File: src/rtl/mdu_pkg.sv
// Shared types and constants for the iterative multiply/divide unit.
package mdu_pkg;

    localparam int MDU_N = 32;

    typedef enum logic [1:0] {
        OP_MULT  = 2'b00,
        OP_MULTU = 2'b01,
        OP_DIV   = 2'b10,
        OP_DIVU  = 2'b11
    } op_e;

    typedef enum logic [2:0] {
        S_IDLE,
        S_MUL,
        S_DIV,
        S_FIX,
        S_DONE
    } state_e;

endpackage

File: src/rtl/mdu_ctrl.sv
// Multi-cycle MULT/MULTU/DIV/DIVU unit: shift-add and restoring division
// on magnitudes, followed by one sign-fixup cycle.
module mdu_ctrl
    import mdu_pkg::*;
#(
    parameter int N = MDU_N
) (
    input  logic         clk,
    input  logic         reset_n,
    input  logic         start,
    input  logic [1:0]   op,
    input  logic [N-1:0] a,
    input  logic [N-1:0] b,
    input  logic         flush,
    output logic [N-1:0] hi,
    output logic [N-1:0] lo,
    output logic         busy,
    output logic         done,
    output logic         stall,
    output logic         dbz
);

    localparam int CW = ($clog2(N) + 1 > 6) ? $clog2(N) + 1 : 6;
    localparam logic [CW-1:0] LAST = CW'(N - 1);

    state_e state, state_nx;

    logic [CW-1:0]  count;
    logic [2*N-1:0] work;
    logic [N-1:0]   dvs;
    logic           neg_q;
    logic           neg_r;
    logic           div_l;

    op_e          opc;
    logic         is_div;
    logic         sgn;
    logic         a_neg;
    logic         b_neg;
    logic         b_zero;
    logic [N-1:0] a_mag;
    logic [N-1:0] b_mag;

    assign opc    = op_e'(op);
    assign is_div = (opc == OP_DIV) || (opc == OP_DIVU);
    assign sgn    = (opc == OP_MULT) || (opc == OP_DIV);
    assign a_neg  = sgn & a[N-1];
    assign b_neg  = sgn & b[N-1];
    assign b_zero = (b == '0);
    assign a_mag  = a_neg ? (~a + 1'b1) : a;
    assign b_mag  = b_neg ? (~b + 1'b1) : b;

    // Shift-add step: low half holds the remaining multiplier bits
    logic [N:0]     mul_sum;
    logic [2*N-1:0] mul_nx;

    // Restoring step: upper half is the partial remainder
    logic [N:0]     div_top;
    logic [N:0]     div_diff;
    logic           div_ge;
    logic [2*N-1:0] div_nx;

    logic [2*N-1:0] prod_neg;
    logic [N-1:0]   res_hi;
    logic [N-1:0]   res_lo;

    always_comb begin
        mul_sum  = {1'b0, work[2*N-1:N]} + {1'b0, dvs};
        mul_nx   = work[0] ? {mul_sum, work[N-1:1]}
                           : {1'b0, work[2*N-1:1]};
        div_top  = work[2*N-1:N-1];
        div_diff = div_top - {1'b0, dvs};
        div_ge   = (div_top >= {1'b0, dvs});
        div_nx   = {div_ge ? div_diff[N-1:0] : div_top[N-1:0],
                    work[N-2:0], div_ge};
        prod_neg = ~work + 1'b1;
        res_hi   = work[2*N-1:N];
        res_lo   = work[N-1:0];
        if (div_l) begin
            if (neg_q) res_lo = ~work[N-1:0] + 1'b1;
            if (neg_r) res_hi = ~work[2*N-1:N] + 1'b1;
        end else if (neg_q) begin
            res_hi = prod_neg[2*N-1:N];
            res_lo = prod_neg[N-1:0];
        end
    end

    always_ff @(posedge clk or negedge reset_n) begin
        if (!reset_n) state <= S_IDLE;
        else          state <= state_nx;
    end

    always_comb begin
        state_nx = state;
        unique case (state)
            S_IDLE: begin
                if (start) begin
                    if (!is_div)     state_nx = S_MUL;
                    else if (b_zero) state_nx = S_DONE;
                    else             state_nx = S_DIV;
                end
            end
            S_MUL:  if (count == LAST) state_nx = S_FIX;
            S_DIV:  if (count == LAST) state_nx = S_FIX;
            S_FIX:  state_nx = S_DONE;
            S_DONE: state_nx = S_IDLE;
            default: state_nx = S_IDLE;
        endcase
        if (flush) state_nx = S_IDLE;
    end

    always_ff @(posedge clk or negedge reset_n) begin
        if (!reset_n) begin
            count <= '0;
            work  <= '0;
            dvs   <= '0;
            neg_q <= 1'b0;
            neg_r <= 1'b0;
            div_l <= 1'b0;
            hi    <= '0;
            lo    <= '0;
            dbz   <= 1'b0;
        end else if (!flush) begin
            unique case (state)
                S_IDLE: begin
                    if (start) begin
                        count <= '0;
                        div_l <= is_div;
                        neg_q <= a_neg ^ b_neg;
                        neg_r <= a_neg;
                        dbz   <= is_div & b_zero;
                        if (is_div) begin
                            work <= {{N{1'b0}}, a_mag};
                            dvs  <= b_mag;
                        end else begin
                            work <= {{N{1'b0}}, b_mag};
                            dvs  <= a_mag;
                        end
                        if (is_div && b_zero) begin
                            hi <= a;
                            lo <= '1;
                        end
                    end
                end
                S_MUL: begin
                    work  <= mul_nx;
                    count <= count + 1'b1;
                end
                S_DIV: begin
                    work  <= div_nx;
                    count <= count + 1'b1;
                end
                S_FIX: begin
                    hi <= res_hi;
                    lo <= res_lo;
                end
                default: ;
            endcase
        end
    end

    assign busy  = (state == S_MUL) || (state == S_DIV) ||
                   (state == S_FIX);
    assign done  = (state == S_DONE);
    assign stall = busy || ((state == S_IDLE) && start);

endmodule
File: config.mk
export PLATFORM = sky130hd
export DESIGN_NAME = mdu_ctrl
export DESIGN_NICKNAME = d
export VERILOG_FILES = /design/src/rtl/mdu_pkg.sv /design/src/rtl/mdu_ctrl.sv
export SDC_FILE = /design/constraint.sdc
export NUM_CORES = 1
export LEC_CHECK = 0
export CORE_MARGIN = 1
export CORE_UTILIZATION = 30
export DETAILED_ROUTE_END_ITERATION = 10
export GPL_TIMING_DRIVEN = 0
export PLACE_DENSITY = 0.46
export SYNTH_ARGS = -nofsm -noshare
export SYNTH_HDL_FRONTEND = slang
export SYNTH_SLANG_ARGS = --single-unit
export TNS_END_PERCENT = 50
File: constraint.sdc
create_clock -name clk -period 4.8 [get_ports clk]
set_input_delay 0.96 -clock clk [delete_from_list [all_inputs] [get_ports clk]]
set_output_delay 0.96 -clock clk [all_outputs]
set_load 0.01 [all_outputs]
Yosys cells after proc, flatten, opt, wreduce, memory -nomap -nowiden
Cells that the tools add are included. Widths: inputs -> output; s select.

Output and inout bits: 68. Logic and storage cells: 87. Register bits after elaboration: 173. Input port bits: 70.

Magnitude comparators: 1. Reduce and logical (&&, ||, !) cells: 19. Bitwise operators: 10. Eq/ne operators: 11. Add/subtract/negate cells: 8. Muxes and demuxes: 28.

Operators with widths (count): $mux 32 (15); $pmux 64 s3 (1); $add 32x1->32 const B (4); $mux 64 (2); $not 32->32 (4); $pmux 32 s2 (2); $add 64x1->64 const B (1); $not 64->64 (1); $add 32x32->33 (1); $ge 33x32->1 (1); $logic_not 32->1 (1); $sub 32x32->32 (1); $mux 3 (5); $pmux 6 s2 (1); $pmux 3 s3 (1); $reduce_and 3->1 (3); $add 6x1->6 const B (1); $eq 3x2->1 const B (2); $eq 6x5->1 const B (1); $mux 6 (1); $logic_or 1x1->1 (5); $eq 2x2->1 const B (2); $ne 2x2->1 const B (2); $reduce_and 4->1 (1); 14 further kinds (18).

Longest topological paths before layout
Gate-level depths: netlist of the first run.

Word-level depth: 7. Depth in mapped cells: 14. Depth with buffers taken out: 12.

Worst setup path after synthesis of the first run
Ideal clock, no wire load.

Path kind: input-to-reg. From: input port b[20]. To: register hi[1]. Setup slack: 1.566 ns. Cell stages on the path: 9. Path buffers: 2. Arrival time: 3.108 ns. Setup time: 0.125 ns. Path through: or4_4 or4_4 nor4b_4 nand4_1 and2_1 buf_6 clkbuf_1 a21oi_1 a21oi_2.

Cells in the longest elaborated chain, start to end: 4.

Ends and longest elaborated chain: start, declared (line mdu_ctrl.sv:13) `input logic [N-1:0] b,`; $logic_not 32->1 (line mdu_ctrl.sv:49) `assign b_zero = (b == '0);`; $logic_and 1x1->1 (line mdu_ctrl.sv:139) `if (is_div && b_zero) begin`; $ne 2x2->1 (no source line); $reduce_and 4->1 (no source line); end signal, assigned (line mdu_ctrl.sv:154) `hi <= res_hi;`; end, declared (line mdu_ctrl.sv:15) `output logic [N-1:0] hi,`.

Every way passes these cells. A chain may end at the register's enable or synchronous reset.

Worst setup path in the final report of the first run
From: register work[23]. To: register hi[31].

Cells in the longest elaborated chain, start to end: 5.

Ends and longest elaborated chain: start, declared (line mdu_ctrl.sv:29) `logic [2*N-1:0] work;`; start signal, assigned (line mdu_ctrl.sv:133) `work <= {{N{1'b0}}, a_mag};`; start signal, assigned (line mdu_ctrl.sv:136) `work <= {{N{1'b0}}, b_mag};`; start signal, assigned (line mdu_ctrl.sv:146) `work <= mul_nx;`; $not 64->64 (line mdu_ctrl.sv:76) `prod_neg = ~work + 1'b1;`; $add 64x1->64 (line mdu_ctrl.sv:76); $mux 32 (line mdu_ctrl.sv:82) `end else if (neg_q) begin`; $mux 32 (line mdu_ctrl.sv:79) `if (div_l) begin`; $pmux 32 s2 (line mdu_ctrl.sv:124) `unique case (state)`.

Every way passes these cells.

==> impl_results.md, run 1 <==
- Status: completed
- Critical Path Stages: 10
- Placed cell areas: 17320 um^2
- Num CTS Buffers: 17
- Syn_nets: 2089
- # resized after CTS: 0
- Worst slew margin: 0.06249
- Synthesized area: 15090 um^2
- Initial antenna violation count: 2
- Critical Path AT: 4.67 ns
- Initial Util: 0.3064
- Top-count cell post-synth: nand2_1
- Clock skew: 0.01581 ns
- Syn Inst Count: 1948
- HP Class: in -> async
- Syn Area/Cell: 7.747 um^2
- Endpoints failing setup: 0
- I/O Buffers: 136
- Pre-CTS setup slack: 0.06563 ns
- Finished Cell Area: 17950 um^2
- Mux cell area share after synthesis: 0.02794
- Placed Cells: 2749
- Post-Synth Simple-Gate Area: 0.2069
- Setup slack, reg-to-reg: 0.52 ns
- Latest clock arrival within the worst-skew pair: 0.47 ns
- Die Y: 226.3 um
- Hold Buf Count CTS: 0
- WP data required: 5.19 ns
- Die Width: 226.3 um
- RSZ-0062 raised after global routing: false
- Worst setup EP type: register
- Slew Limit Fails: 0
- Root Buffer: clkbuf_16
- Synth-to-layout area growth: 18.96%
- Drt drc: 0
- Placer Congestion: 0.9736
- Worst-Margin Slew: 1.401 ns
- First-pass GRT wire length: 98680 um
- Setup Crit Path Kind: reg -> reg
- Max Cap Viol: 0
- Worst setup startpoint: work[23]$_DFFE_PN0P_
- R2R Path End: hi[31]$_DFFE_PN0P_
- Startpoint Class: register
- Main combinational cell family by area after synthesis: compound AO/OA/AOI/OAI gates
- Layout cells sized above 1: 0.04672
- Die area: 51210 um^2
- Top post-synthesis cells by area: dfrtp_1 (29%), o21ai_0 (6.0%), ha_1 (5.7%)
- Synth cell types: 81
- Clock Pin Slew Worst Setup and Hold Paths: 0.08 ns
- Crit path capture: hi[31]$_DFFE_PN0P_
- Predominant post-synthesis flop cell: dfrtp_1
- Avg WL per Cell: 24.21 um
- FF+latch count, synth: 173
- Commonest cells in the synthesized netlist: nand2_1 (218), nor2_1 (209), o21ai_0 (181)
- Post-Synth XOR/XNOR Area: 0.09401
- Vias per inst: 5.630
- Setup TNS: 0 ns
- Yosys top cell by area: dfrtp_1
- Total track usage: 0.2637
- CP max stage cell: nor4_1
- Largest net degree at the start of global routing: 105
- Area share of fa/ha/maj cells after synthesis: 0.05986
- Vias in the first global route: 14878
- Final wirelength: 67400 um
- Post-CTS setup repair buffer count: 0
- Total power: 13.71 mW
- Post-synth top area share: 0.2869
- Antenna Nets Post-Route: 0
- Worst setup margin: 0.5210 ns
- Kind of cell adding the most delay to the critical path: simple AND/OR/NAND/NOR gates
- Drt first pass iters: 5
- Crit-path cells: clkbuf_1, or4_1, nor4_1, nand4_1, o21ai_1, nand3_1, o31ai_1, xnor2_1, mux2i_1, o21ai_0
- Crit path buf inv count: 1
- RR Startpoint: work[23]$_DFFE_PN0P_
- Async set-reset flop share out of synthesis: 1.000
- Rows: 81
- Compound-cell area share of the yosys netlist: 0.2713
- CTS tree: done
- Final hold viol count: 0
- Detail Placement HPWL: 54890 um
- 1st-iter DRT viols: 1150
- Overflow after GRT: 0
- Final critical-path required period: 4.279 ns
- IO Pins: 138
- Post-synth EDFFs: 0
- Period utilization: 0.8915
- Power Dens Cells: 763.5 nW/um^2
- Final net count: 2247
- Deepest clock path buffer count: 2
- Maximum VDD drop: 0.0002515 V
- Fmax: 233.7 MHz
- P_leak: 7.267 nW
- CP max stage delay: 0.68 ns
- Routed vias: 15673
- Register area share after synthesis: 0.2869
- Worst Reg2Reg Path Length in Cells: 10
- H-tree depth: 4
- Core area: 49250 um^2
- CTS sink cnt: 173
- Syn. warnings: 0
- Crit path max fanout: 8
- Post-Layout Cell Count: 2784
stage by stage:
step / hold slack (ns) / util
4_1_cts: 0.4455 / 0.3641
3_5_place_dp: 0.4700 / 0.3516
5_1_grt: 0.4572 / 0.3645
6_report: 0.4201 / 0.3645
2_1_floorplan: 0.4753 / -
3_3_place_gp: 0.4649 / 0.3509
per-layer routing:
metal | part of all wire | up-vias | track usage
li1 | - | 7385 | -
met1 | 0.46 | 7714 | 0.3653
met2 | 0.46 | 501 | 0.4260
met3 | 0.051 | 73 | 0.02747
met4 | 0.026 | 0 | 0.08806
met5 | 0 | - | 0
kinds of logic after synthesis:
logic type	after synthesis
flip-flops	173
buffers and inverters	192
multiplexers	41
XOR/XNOR	162
AND/OR/NAND/NOR	659
AO/OA/AOI/OAI	650
adder cells (fa/ha/maj)	71
power by group:
part	internal, mW	leakage, nW	switching, mW	total (mW)
Combinational	3.70	4.87	5.41	9.10
Clock	0.842	0.292	0.688	1.53
Sequential	2.13	2.11	0.943	3.08
registers in the layout (all words and copies together) (netlist names):
signal	count
state	3
count	6
dvs	32
work	64
neg_r	1
hi	32
lo	32
dbz	1
div_l	1
neg_q	1
layout make-up:
type / count / area (um^2)
well taps: 664 / 830.8
fillers: 5312 / 31300
diodes: 1 / 2.502
inverters: 63 / 241.5
clock buffers: 18 / 439.2
multi-input cells: 1583 / 9961
flip-flops and latches: 173 / 4329
repair buffers: 139 / 1409
clock inverters: 14 / 180.2
plain buffers: 129 / 560.5
placed cells by master, fill, tap and decap left out, types with 19 or more instances in the layout:
master,count
inv_1,60
nor2_1,209
clkbuf_1,96
mux2i_1,32
o211ai_1,20
o31ai_1,19
o21a_1,20
o21ai_0,181
nor3_1,42
dfrtp_1,173
xor2_1,76
a21o_1,48
a21oi_1,152
a31oi_1,55
a221oi_1,37
a211oi_1,42
xnor2_1,86
nand3_1,28
nand2_1,218
clkdlybuf4s50_1,135
ha_1,69
worst min-delay path by stage:
stage	slack (ns)	to	start	cells after the start
after floorplan	0.48	dvs[10]$_DFFE_PN0P_	dvs[10]$_DFFE_PN0P_	2
after global placement	0.46	dbz$_DFFE_PN0P_	dbz$_DFFE_PN0P_	2
after detailed placement	0.47	dbz$_DFFE_PN0P_	dbz$_DFFE_PN0P_	2
after CTS	0.45	hi[18]$_DFFE_PN0P_	reset_n	1
after global routing	0.46	hi[13]$_DFFE_PN0P_	reset_n	1
final	0.42	hi[18]$_DFFE_PN0P_	reset_n	1
(Power assumes the default switching activity.)
==> inputs of run 2 (changes only) <==
--- a/config.mk
+++ b/config.mk
@@ -9,7 +9,8 @@
 export CORE_UTILIZATION = 30
 export DETAILED_ROUTE_END_ITERATION = 10
 export GPL_TIMING_DRIVEN = 0
-export PLACE_DENSITY = 0.46
+export PLACE_DENSITY = 0.48
+export SKIP_CTS_REPAIR_TIMING = 1
 export SYNTH_ARGS = -nofsm -noshare
 export SYNTH_HDL_FRONTEND = slang
 export SYNTH_SLANG_ARGS = --single-unit
==> constraint.sdc (replaced) <==
create_clock -name clk -period 3.5 [get_ports clk]
set_input_delay 0.7 -clock clk [delete_from_list [all_inputs] [get_ports clk]]
set_output_delay 0.7 -clock clk [all_outputs]
set_load 0.01 [all_outputs]
==> impl_results.md, run 2 (same netlist as run 1, synthesis figures left out) <==
- Setup slack, reg-to-reg: 0.07 ns (-0.45 ns)
- Fmax: 291.9 MHz (+25%)
- Clock Pin Slew Worst Setup and Hold Paths: 0.07 ns (about the same)
- Pre-CTS setup slack: -1.214 ns (-1.280 ns)
- Routed vias: 15812 (+0.89%)
- Power Dens Cells: 1045 nW/um^2 (+37%)
- Largest net degree at the start of global routing: 93 (-11%)
- Vias in the first global route: 14963 (+0.57%)
- Die Y: 226.3 um (unchanged)
- CTS tree: done
- Worst setup margin: 0.07466 ns (-0.4463 ns)
- Setup Crit Path Kind: reg -> reg
- Synth-to-layout area growth: 22.56%
- Status: completed
- Post-Layout Cell Count: 2806 (+0.79%)
- ANT cells: 0 (-1)
- Detail Placement HPWL: 54140 um (-1.4%)
- Multi-input logic area: 10290 um^2 (+3.3%)
- Antenna Nets Post-Route: 0 (unchanged)
- Num CTS Buffers: 17 (unchanged)
- Clock skew: 0.01420 ns (-0.001611 ns)
- Overflow after GRT: 0 (unchanged)
- Endpoints failing setup: 0 (unchanged)
- WP data required: 3.83 ns (-1.36 ns)
- Avg WL per Cell: 24.08 um (-0.52%)
- H-tree depth: 4 (unchanged)
- RSZ-0062 raised after global routing: true
- Drt first pass iters: 5 (unchanged)
- Die Width: 226.3 um (unchanged)
- HP Class: in -> async
- Total power: 19.33 mW (+41%)
- Placer Congestion: 0.9595 (-1.4%)
- Initial antenna violation count: 4 (+2)
- Slew Limit Fails: 0 (unchanged)
- Initial Util: 0.3064 (unchanged)
- CTS sink cnt: 173 (unchanged)
- Maximum VDD drop: 0.0003971 V (+58%)
- Core area: 49250 um^2 (unchanged)
- Startpoint Class: register
- Most frequent cells in the layout: nand2_1 (216), nor2_1 (208), o21ai_0 (175)
- Die area: 51210 um^2 (unchanged)
- Final wirelength: 67580 um (+0.27%)
- Largest register by flop count: work
- Root Buffer: clkbuf_16
- Critical Path AT: 3.75 ns (-0.92 ns)
- Crit path max fanout: 7 (-1)
- Period utilization: 0.9787 (+0.08721)
- # fillers: 5254 (-1.1%)
- IO Pins: 138 (unchanged)
- Layout cells sized above 1: 0.09384 (+0.04712)
- Max Cap Viol: 0 (unchanged)
- CP max stage cell: or4_4
- Placed Cells: 2749 (unchanged)
- Vias per inst: 5.635 (about the same)
- Final critical-path required period: 3.425 ns (-0.8537 ns)
- Worst setup EP type: register
- CP max stage delay: 0.58 ns (-0.10 ns)
- Worst slew margin: 0.06539 (+0.002899)
- Crit-path cells: inv_1, ha_1, nand2_2, nor3_1, nand2_1, or4_4, nand3_4, or3_1, buf_6, mux2_2, a222oi_1, o21ai_1
- Final net count: 2270 (+1.0%)
- Most common cell after layout, fill and taps aside: nand2_1
- Total track usage: 0.2628 (-0.0009079)
- Deepest clock path buffer count: 2 (unchanged)
- Final hold viol count: 0 (unchanged)
- First-pass GRT wire length: 98370 um (-0.31%)
- I/O Buffers: 136 (unchanged)
- Sequential cell area: 4355 um^2 (+0.61%)
- Drt drc: 0 (unchanged)
- Rows: 81 (unchanged)
- Latest clock arrival within the worst-skew pair: 0.48 ns (about the same)
- Worst-Margin Slew: 1.397 ns (-0.004332 ns)
- P_leak: 7.459 nW (+2.6%)
- Max FFs per register: 64 (unchanged)
- 1st-iter DRT viols: 1510 (+31%)
[run 2: worst paths after layout]
check,cells after the start,to,from
max in group asynchronous,2,dvs[10]$_DFFE_PN0P_,reset_n
max reg2reg,12,work[45]$_DFFE_PN0P_,dvs[17]$_DFFE_PN0P_
min reg2reg,2,hi[19]$_DFFE_PN0P_,hi[19]$_DFFE_PN0P_
min,1,hi[13]$_DFFE_PN0P_,reset_n
min in group clk,2,hi[19]$_DFFE_PN0P_,hi[19]$_DFFE_PN0P_
max,12,work[45]$_DFFE_PN0P_,dvs[17]$_DFFE_PN0P_
[run 2: report_power, final]
part | leakage (nW) | internal, mW | switching, mW
Sequential | 2.09 | 2.95 | 1.21
Combinational | 5.11 | 5.53 | 7.75
Clock | 0.265 | 1.00 | 0.877
Total | 7.46 | 9.49 | 9.84
[run 2: area by class of cell]
cell class	instances	area share
plain buffers	120	0.03010
clock buffers	24	0.02713
clock inverters	8	0.003112
inverters	63	0.01326
multi-input cells	1583	0.5563
flip-flops and latches	173	0.2355
well taps	664	0.04492
repair buffers	171	0.08970
[run 2: metrics by stage]
stage / hold slack, ns / utilization / instance area (um^2) / TNS (ns)
floorplan: 0.4044 / - / 15090 / 0
global placement: 0.4628 / 0.3509 / 17280 / -1124.13
detailed placement: 0.4689 / 0.3516 / 17320 / -83.58
CTS: 0.2194 / 0.3629 / 17880 / -46.35
global route: 0.2511 / 0.3755 / 18500 / -0.1934
finish: 0.1852 / 0.3755 / 18500 / 0
[run 2: routing by layer]
| metal | track usage | part of all wire |
|---|---|---|
| met5 | 0 | 0.00019 |
| met4 | 0.09830 | 0.035 |
| met3 | 0.02734 | 0.057 |
| met2 | 0.4210 | 0.46 |
| met1 | 0.3630 | 0.45 |
[run 2: worst max-delay path, delay by kind of cell (launching register included)]
family,cells,cell delay [ns]
compound gates,2,0.48
fa+ha+maj,1,0.40
buf+inv,2,0.23
flops,1,0.51
mux,1,0.36
simple gates,6,1.29
